## src/rtl/ahb3lite_pkg.sv

```systemverilog
// Shared AHB3-Lite encodings used by the interconnect blocks.
package ahb3lite_pkg;

  localparam logic [1:0] HTRANS_IDLE   = 2'b00;
  localparam logic [1:0] HTRANS_BUSY   = 2'b01;
  localparam logic [1:0] HTRANS_NONSEQ = 2'b10;
  localparam logic [1:0] HTRANS_SEQ    = 2'b11;

  // SEQ and BUSY both mean the current burst is still in progress.
  function automatic logic htrans_in_burst(input logic [1:0] trans);
    return (trans == HTRANS_SEQ) || (trans == HTRANS_BUSY);
  endfunction

endpackage

```

## src/rtl/ahb3lite_interconnect_slave_maxsel.sv

```systemverilog
// Combinational winner search: highest priority among requesters, ties
// resolved by the first requester above last_idx (wrapping to index 0).
module ahb3lite_interconnect_slave_maxsel #(
  parameter int MASTERS       = 3,
  parameter int PRIORITY_BITS = 2,
  parameter int IW            = 2
) (
  input  logic [MASTERS-1:0]               req,
  input  logic [MASTERS*PRIORITY_BITS-1:0] prio,
  input  logic [IW-1:0]                    last_idx,
  output logic                             win_valid,
  output logic [IW-1:0]                    win_idx
);

  logic [PRIORITY_BITS-1:0] best_prio;
  logic                     any_req;
  logic                     picked;
  int                       cand;

  always_comb begin
    best_prio = '0;
    any_req   = 1'b0;
    picked    = 1'b0;
    cand      = 0;
    win_idx   = '0;
    for (int i = 0; i < MASTERS; i++) begin
      if (req[i] && (!any_req || prio[i*PRIORITY_BITS +: PRIORITY_BITS] > best_prio)) begin
        best_prio = prio[i*PRIORITY_BITS +: PRIORITY_BITS];
        any_req   = 1'b1;
      end
    end
    // Scan starts just above last_idx; last_idx = MASTERS-1 yields lowest-index-first.
    for (int k = 1; k <= MASTERS; k++) begin
      cand = int'(last_idx) + k;
      if (cand >= MASTERS) cand = cand - MASTERS;
      if (!picked && req[cand] && prio[cand*PRIORITY_BITS +: PRIORITY_BITS] == best_prio) begin
        picked  = 1'b1;
        win_idx = IW'(cand);
      end
    end
    win_valid = any_req;
  end

endmodule

```

## src/rtl/ahb3lite_interconnect_slave_arbiter.sv

```systemverilog
// Per-slave priority arbiter with burst and locked-sequence holding.
// Optional round-robin tie-break: define AHB3LITE_ROUND_ROBIN_EN.
module ahb3lite_interconnect_slave_arbiter
  import ahb3lite_pkg::*;
#(
  parameter int MASTERS       = 3,
  parameter int PRIORITY_BITS = (MASTERS == 1) ? 1 : $clog2(MASTERS)
) (
  input  logic                             HCLK,
  input  logic                             HRESET,
  input  logic [MASTERS-1:0]               HSEL,
  input  logic [2*MASTERS-1:0]             HTRANS,
  input  logic [MASTERS-1:0]               HMASTLOCK,
  input  logic [MASTERS*PRIORITY_BITS-1:0] priority_i,
  input  logic                             HREADY,
  output logic [MASTERS-1:0]               grant_o,
  output logic [((MASTERS == 1) ? 1 : $clog2(MASTERS))-1:0] grant_id_o,
  output logic                             granted_o
);

  localparam int IW = (MASTERS == 1) ? 1 : $clog2(MASTERS);

  typedef enum logic [1:0] {
    ST_IDLE   = 2'd0,
    ST_OWNED  = 2'd1,
    ST_LOCKED = 2'd2
  } state_e;

  state_e          state_reg, state_next;
  logic [IW-1:0]   owner_reg, owner_next;
  logic [MASTERS-1:0] req;
  logic [IW-1:0]   last_idx;
  logic            win_valid;
  logic [IW-1:0]   win_idx;
  logic            own_sel, own_lock, arb_point;
  logic [1:0]      own_trans;

  for (genvar gi = 0; gi < MASTERS; gi++) begin : g_master
    assign req[gi]     = HSEL[gi] && (HTRANS[2*gi +: 2] != HTRANS_IDLE);
    assign grant_o[gi] = (state_reg != ST_IDLE) && (owner_reg == IW'(gi));
  end

  assign grant_id_o = owner_reg;
  assign granted_o  = (state_reg != ST_IDLE);

  ahb3lite_interconnect_slave_maxsel #(
    .MASTERS      (MASTERS),
    .PRIORITY_BITS(PRIORITY_BITS),
    .IW           (IW)
  ) u_maxsel (
    .req      (req),
    .prio     (priority_i),
    .last_idx (last_idx),
    .win_valid(win_valid),
    .win_idx  (win_idx)
  );

`ifdef AHB3LITE_ROUND_ROBIN_EN
  logic [IW-1:0] ptr_reg;

  always_ff @(posedge HCLK) begin
    if (HRESET)                      ptr_reg <= IW'(MASTERS - 1);
    else if (arb_point && win_valid) ptr_reg <= win_idx;
  end

  assign last_idx = ptr_reg;
`else
  assign last_idx = IW'(MASTERS - 1);
`endif

  assign own_sel   = HSEL[owner_reg];
  assign own_lock  = HMASTLOCK[owner_reg];
  assign own_trans = HTRANS[2*int'(owner_reg) +: 2];

  // A locked owner never yields, even with HSEL dropped or an idle transfer.
  assign arb_point = HREADY && ((state_reg == ST_IDLE) ||
                     ((!htrans_in_burst(own_trans) || !own_sel) && !own_lock));

  always_comb begin
    state_next = state_reg;
    owner_next = owner_reg;
    if (arb_point) begin
      if (win_valid) begin
        owner_next = win_idx;
        state_next = HMASTLOCK[win_idx] ? ST_LOCKED : ST_OWNED;
      end else begin
        owner_next = '0;
        state_next = ST_IDLE;
      end
    end else if (HREADY && state_reg == ST_OWNED && own_lock) begin
      state_next = ST_LOCKED;
    end else if (HREADY && state_reg == ST_LOCKED && !own_lock) begin
      state_next = ST_OWNED;
    end
  end

  always_ff @(posedge HCLK) begin
    if (HRESET) begin
      state_reg <= ST_IDLE;
      owner_reg <= '0;
    end else begin
      state_reg <= state_next;
      owner_reg <= owner_next;
    end
  end

endmodule

```

## config.mk

```make
export PLATFORM = sky130hd
export DESIGN_NAME = ahb3lite_interconnect_slave_arbiter
export DESIGN_NICKNAME = d
export VERILOG_FILES = /design/src/rtl/ahb3lite_pkg.sv /design/src/rtl/ahb3lite_interconnect_slave_maxsel.sv /design/src/rtl/ahb3lite_interconnect_slave_arbiter.sv
export SDC_FILE = /design/constraint.sdc
export NUM_CORES = 1
export LEC_CHECK = 0
export BUFFER_PORTS_ARGS = -buffer_cell sky130_fd_sc_hd__buf_2
export CELL_PAD_IN_SITES_DETAIL_PLACEMENT = 0
export CELL_PAD_IN_SITES_GLOBAL_PLACEMENT = 1
export CORE_MARGIN = 3
export CORE_UTILIZATION = 35
export DETAILED_ROUTE_END_ITERATION = 6
export PLACE_DENSITY_LB_ADDON = 0.1
export SYNTH_ARGS = -nofsm -noshare
export SYNTH_HDL_FRONTEND = slang
export SYNTH_SLANG_ARGS = --single-unit
```

## constraint.sdc

```tcl
create_clock -name HCLK -period 5.3 [get_ports HCLK]
set_input_delay 1.06 -clock HCLK [delete_from_list [all_inputs] [get_ports HCLK]]
set_output_delay 1.06 -clock HCLK [all_outputs]
set_load 0.005 [all_outputs]
```

==> results.yml, run 1 <==
status:
  run_status: "finished, final reports clean"
cts:
  clk_path_buf_depth: 2
  clock_insertion_delay_worst_skew_ns: 0.23
  setup_bufs_post_cts: 0
  cts.root.buffer_cell: "sky130_fd_sc_hd__clkbuf_4"
  cts-buffers-inserted: 3
  gates_resized_cts_repair: 0
  tritoncts: "yes"
  ctsHtreeMaxLevel: 1
  clock_sinks: 4
  number_of_hold_buffers_added_after_cts: 0
  clk_slew_on_worst_s_h_paths_ns: 0.04
layout:
  final_layout_size_suffix_gt1_frac: 0.3664
  stdcell_count: 158
  antenna_cells: 0
  multi_input_comb_area_sq_um: 671.9
  register_area_sq_um: 80.08
  layout.cells.most_common_list: "26 x sky130_fd_sc_hd__buf_2, 12 x sky130_fd_sc_hd__a21oi_1, 11 x sky130_fd_sc_hd__nand2_1"
  commonest_non_fill_non_tap_cell_in_the_layout: "sky130_fd_sc_hd__buf_2"
  fillers: 224
  utilization_after_layout: 0.4743
  post-route-cell-area_sq_um: 968.4
  flow.area_growth_from_synthesis_pct: 23.25
  nNetsFinal: 158
min_path:
  hold_startpoint: "grant_id_o[1]"
  worstHoldEndpoint: "grant_id_o[1]"
  timing.hold.worst.class: "reg2reg"
  whs_path_depth: 2
timing:
  fin_crit_ns: 4.499
  timing.final.setup_violations: 0
  rsz0062_at_grt: "no"
  slew_headroom: 0.6233
  clock_skew_ns: 0.006484
  max_freq_mhz: 222.3
  final.period_utilization: 0.8489
  finalMaxSlewViolations: 0
  fin_ws_ns: 0.8011
  report.final.hold_viol_count: 0
  finalSetupTns_ns: 0
  timing_worst_slew_pin_value_ns: 0.5591
  whs_ns: 0.5740
die:
  initial_core_util: 0.3848
  top_level_ports: 27
  height_of_the_die_um: 53.38
  die-area_sq_mm: 0.002849
  coreArea_sq_mm: 0.002042
  rows: 16
  die_width_um: 53.38
routing:
  wl_um: 2131
  detail_route.vias_per_cell: 5.696
  drt-initial-drc-count: 14
  routed_wire_length_per_instance_um: 13.49
  vias: 900
  first_pass_iters: 4
  detail-route-antenna-nets: 0
  remaining_drc_errors: 0
global_route:
  globalRoute.totalOverflow: 0
  most_crowded_layer_gr: "met1"
  grt_util_met3: 0.03662
  grt_pass1_wl_um: 3574
  grt_pass1_vias: 831
  groute.layer.met2.usage: 0.2449
  grtUsageMet1: 0.2454
  global_route.usage.total: 0.1664
  antenna_found_initial: 0
  pin_count_of_the_biggest_net_entering_global_routing: 11
worst_setup_path:
  worstPathMaxFanout: 6
  worst_ep_required_time_ns: 5.42
  critical_path_buf_inv_count: 1
  cpLargestDelayFamily: "compound AO/OA/AOI/OAI gates"
  end_kind: "flop"
  max_stage_delay_ns: 0.40
  worstPathArrival_ns: 4.62
  timing.rr.start: "grant_id_o[0]"
  reg2reg_setup_slack_ns: 3.13
  timing.rr.end: "grant_id_o[0]"
  crit_chain: "buf_2, o21a_4, and2_4, ha_1, nand2_1, o21ai_2, a21oi_1, nor2_1, ha_1, nor2b_1, o21a_1, o21ai_0, or2_2, a21oi_1, o32ai_2, a221o_1, a41o_1"
  crit_type: "in2reg"
  cp_slowest_cell: "sky130_fd_sc_hd__a221o_1"
  rr_worst_depth: 7
  worstSetupStartpointType: "input port"
yosys:
  synth.yosys.warnings: 0
  synth_enable_flop_cells: 0
  synth.yosys.seq_area_share: 0.1019
  synth_flop_cell: "sky130_fd_sc_hd__dfxtp_1"
  synth_fp_nets: 128
  synthesis.area_sq_um: 785.8
  async_reset_ff_frac: 0
  synth_seq_cells: 4
  netlist_instances: 103
  yosys.cell_types.count: 48
  syn-mean-instance-area_sq_um: 7.629
placed_design:
  placed_cells_incl_taps: 155
  post_dp_cell_area_sq_um: 945.9
  pre_cts_setup_slack_ns: 0.5711
  gp_congestion: 0.7814
  portBuffers: 26
  hpwlAfterDp_um: 1767
power:
  design_power_total_uw: 170.8
  vdd.ir_drop.worst_mv: 0.1867
  p_leak_nw: 0.4222
  power_density_mw_per_mm2: 176.3
job:
  drv.max_cap_violation_count: 0
-- worst register-to-register path, cell delays in order, from the launching register on --
cell and delay, ns:
sky130_fd_sc_hd__dfxtp_1 0.52, sky130_fd_sc_hd__mux2i_1 0.14, sky130_fd_sc_hd__o21ai_0 0.36, sky130_fd_sc_hd__a21oi_1 0.12, sky130_fd_sc_hd__o21ai_0 0.48, sky130_fd_sc_hd__a21oi_1 0.15
sky130_fd_sc_hd__a32oi_1 0.24, sky130_fd_sc_hd__nor2_1 0.05
-- worst max-delay path by stage --
stage	start	to	cells past startpoint
2_1_floorplan	HTRANS[0]	state_reg[1]	16
6_report	HTRANS[0]	state_reg[1]	17
3_3_place_gp	HTRANS[0]	state_reg[1]	17
4_1_cts	HTRANS[0]	state_reg[1]	17
3_5_place_dp	HTRANS[0]	state_reg[1]	17
5_1_grt	HTRANS[0]	state_reg[1]	17
-- synthesized netlist by cell type, types with 2 or more instances --
master / count / area, sq um
sky130_fd_sc_hd__ha_1: 4 / 50.05
sky130_fd_sc_hd__o31ai_1: 2 / 15.01
sky130_fd_sc_hd__nor3_1: 3 / 15.01
sky130_fd_sc_hd__nand3b_1: 2 / 15.01
sky130_fd_sc_hd__a21o_1: 2 / 15.01
sky130_fd_sc_hd__inv_1: 8 / 30.03
sky130_fd_sc_hd__o21ai_1: 3 / 15.01
sky130_fd_sc_hd__dfxtp_1: 4 / 80.08
sky130_fd_sc_hd__nor2b_1: 2 / 12.51
sky130_fd_sc_hd__nor3b_1: 2 / 15.01
sky130_fd_sc_hd__mux2i_1: 2 / 20.02
sky130_fd_sc_hd__and2_4: 2 / 17.52
sky130_fd_sc_hd__nor2_1: 6 / 22.52
sky130_fd_sc_hd__o21ai_0: 6 / 30.03
sky130_fd_sc_hd__a21oi_1: 12 / 60.06
sky130_fd_sc_hd__nand2_1: 11 / 41.29
-- logic make-up after synthesis --
kind of cell	synth area share
adder cells (fa/ha/maj)	0.06370
multiplexers	0.02548
AND/OR/NAND/NOR	0.2404
flip-flops	0.1019
XOR/XNOR	0.02230
AO/OA/AOI/OAI	0.5032
buffers and inverters	0.04299
-- power breakdown --
| part | switching [mW] | internal (mW) |
|---|---|---|
| clock network | 0.0119 | 0.0253 |
| logic | 0.0557 | 0.0411 |
| registers | 0.00375 | 0.0330 |
| total | 0.0713 | 0.0995 |
-- area by class of cell --
cell class	instances	share of cell area
inverter	8	0.03101
clock buffer	3	0.02326
multi-input combinational	90	0.6938
tap	27	0.03488
sequential	4	0.08269
timing repair buffer	26	0.1344
-- routing by layer --
| layer | part of all wire | up-vias | routed length [um] |
|---|---|---|---|
| met2 | 0.42 | 37 | 890 |
| met3 | 0.071 | 0 | 152 |
| met5 | 0 | - | 0 |
| met4 | 0 | 0 | 0 |
| li1 | - | 452 | - |
| met1 | 0.51 | 411 | 1088 |
(Power assumes the default switching activity.)
==> inputs of run 2 (changes only) <==
==> constraint.sdc (replaced) <==
create_clock -name HCLK -period 4.7 [get_ports HCLK]
set_input_delay 0.94 -clock HCLK [delete_from_list [all_inputs] [get_ports HCLK]]
set_output_delay 0.94 -clock HCLK [all_outputs]
set_load 0.005 [all_outputs]
==> run 2 against run 1 <==
  * Cell count is 0.63% higher
  * Largest cell class unchanged
  * Register-to-register slack worse by 0.55 ns
  * Die area stayed put
  * Critical path depth stayed put
  * Highest routed layer unchanged
==> results.yml, run 2 (same netlist as run 1, synthesis figures left out) <==
timing:
  fin_ws_ns: 0.3731
  clock_skew_ns: 0.006538
  timing_worst_slew_pin_value_ns: 0.5327
  finalSetupTns_ns: 0
  finalMaxSlewViolations: 0
  report.final.hold_viol_count: 0
  rsz0062_at_grt: "no"
  max_freq_mhz: 231.1
  timing.final.setup_violations: 0
  final.period_utilization: 0.9206
  fin_crit_ns: 4.327
  slew_headroom: 0.6425
die:
  height_of_the_die_um: 53.38
  die-area_sq_mm: 0.002849
  top_level_ports: 27
  coreArea_sq_mm: 0.002042
  initial_core_util: 0.3848
  rows: 16
  die_width_um: 53.38
routing:
  remaining_drc_errors: 0
  detail-route-antenna-nets: 0
  first_pass_iters: 5
  wl_um: 2069
  routed_wire_length_per_instance_um: 13.01
  vias: 892
  drt-initial-drc-count: 11
  detail_route.vias_per_cell: 5.610
worst_setup_path:
  cp_slowest_cell: "sky130_fd_sc_hd__a221o_1"
  end_kind: "flop"
  worstPathMaxFanout: 6
  max_stage_delay_ns: 0.39
  cp_launch_point: "HTRANS[0]"
  timing.rr.start: "grant_id_o[0]"
  crit_type: "in2reg"
  worstSetupEndpoint: "state_reg[1]"
  timing.rr.end: "grant_id_o[0]"
  crit_chain: "buf_2, o21a_4, and2_4, ha_1, nand2_1, o21ai_2, a21oi_1, nor2_1, ha_1, nor2b_1, o21a_1, o21ai_0, or2_2, a21oi_1, o32ai_2, a221o_1, a41o_1"
  worst_ep_required_time_ns: 4.83
  worstPathArrival_ns: 4.45
  reg2reg_setup_slack_ns: 2.58
  rr_worst_depth: 7
  worstSetupStartpointType: "input port"
placed_design:
  portBuffers: 26
  gp_congestion: 0.8467
  hpwlAfterDp_um: 1715
  post_dp_cell_area_sq_um: 953.4
  pre_cts_setup_slack_ns: 0.1472
  placed_cells_incl_taps: 156
power:
  net-switching-power_uw: 79.74
  vdd.ir_drop.worst_mv: 0.1675
  power_density_mw_per_mm2: 197.2
  clockPowerShare: 0.219
  power_switching_share: 0.4143
  power_report.internal_total_uw: 112.7
  power.combinational.fraction: 0.567
  p_leak_nw: 0.4274
  seq_power_share: 0.215
layout:
  final_layout_size_suffix_gt1_frac: 0.3712
  flow.area_growth_from_synthesis_pct: 24.20
  post-route-cell-area_sq_um: 975.9
  stdcell_count: 159
  nNetsFinal: 159
  layout.cells.most_common_list: "26 x sky130_fd_sc_hd__buf_2, 12 x sky130_fd_sc_hd__a21oi_1, 11 x sky130_fd_sc_hd__nand2_1"
  commonest_non_fill_non_tap_cell_in_the_layout: "sky130_fd_sc_hd__buf_2"
  antenna_cells: 0
cts:
  setup_bufs_post_cts: 0
  cts.root.buffer_cell: "sky130_fd_sc_hd__clkbuf_4"
  number_of_hold_buffers_added_after_cts: 0
  ctsHtreeMaxLevel: 1
  tritoncts: "yes"
  clk_slew_on_worst_s_h_paths_ns: 0.04
  clk_path_buf_depth: 2
  gates_resized_cts_repair: 0
  clock_insertion_delay_worst_skew_ns: 0.23
  cts-buffers-inserted: 3
  clock_sinks: 4
min_path:
  timing.hold.worst.class: "reg2reg"
  whs_path_depth: 2
global_route:
  grt_pass1_vias: 794
  pin_count_of_the_biggest_net_entering_global_routing: 11
  globalRoute.totalOverflow: 0
  grt_pass1_wl_um: 3422
  antenna_found_initial: 0
  global_route.usage.total: 0.1600
job:
  drv.max_cap_violation_count: 0
status:
  run_status: "finished, final reports clean"
run 2: per-layer routing:
metal  routed length [um]  GRT usage  share of wire
met1                 1016     0.2172           0.49
met2                  901     0.2633           0.44
met3                  150    0.03662          0.072
met4                    0    0.01277              0
met5                    0          0              0
run 2: power groups by stage:
stage | clock, mW | sequential [mW] | combinational [mW]
2_1_floorplan | 0 | 0.0405 | 0.0769
3_3_place_gp | 0 | 0.0418 | 0.107
3_5_place_dp | 0 | 0.0417 | 0.108
4_1_cts | 0.0428 | 0.0412 | 0.109
5_1_grt | 0.0458 | 0.0420 | 0.123
6_report | 0.0421 | 0.0413 | 0.109
run 2: worst min-delay path by stage:
stage,from,end
3_3_place_gp,grant_id_o[1],grant_id_o[1]
5_1_grt,state_reg[0],state_reg[0]
2_1_floorplan,grant_id_o[1],grant_id_o[1]
6_report,grant_id_o[1],grant_id_o[1]
4_1_cts,grant_id_o[1],grant_id_o[1]
3_5_place_dp,grant_id_o[1],grant_id_o[1]
run 2: cell type report:
cell class                      count  area [sq um]
Fill cell                         211          1066
Inverter                            8         30.03
Sequential cell                     4         80.08
Timing Repair Buffer               27         137.6
Tap cell                           27         33.78
Clock buffer                        3         22.52
Multi-Input combinational cell     90         671.9
run 2: stage by stage:
step | power [mW] | hold WS [ns] | utilization
floorplan | 0.1175 | 0.5165 | -
finish | 0.1925 | 0.5817 | 0.4779
global route | 0.2110 | 0.6313 | 0.4779
global placement | 0.1490 | 0.5658 | 0.4669
detailed placement | 0.1502 | 0.5680 | 0.4669
CTS | 0.1930 | 0.5832 | 0.4779
run 2: critical path, delay by kind of cell:
| kind | cells | cell delay [ns] |
|---|---|---|
| compound gates | 9 | 1.97 |
| simple gates | 5 | 0.87 |
| fa+ha+maj | 2 | 0.55 |
| buf+inv | 1 | 0.12 |
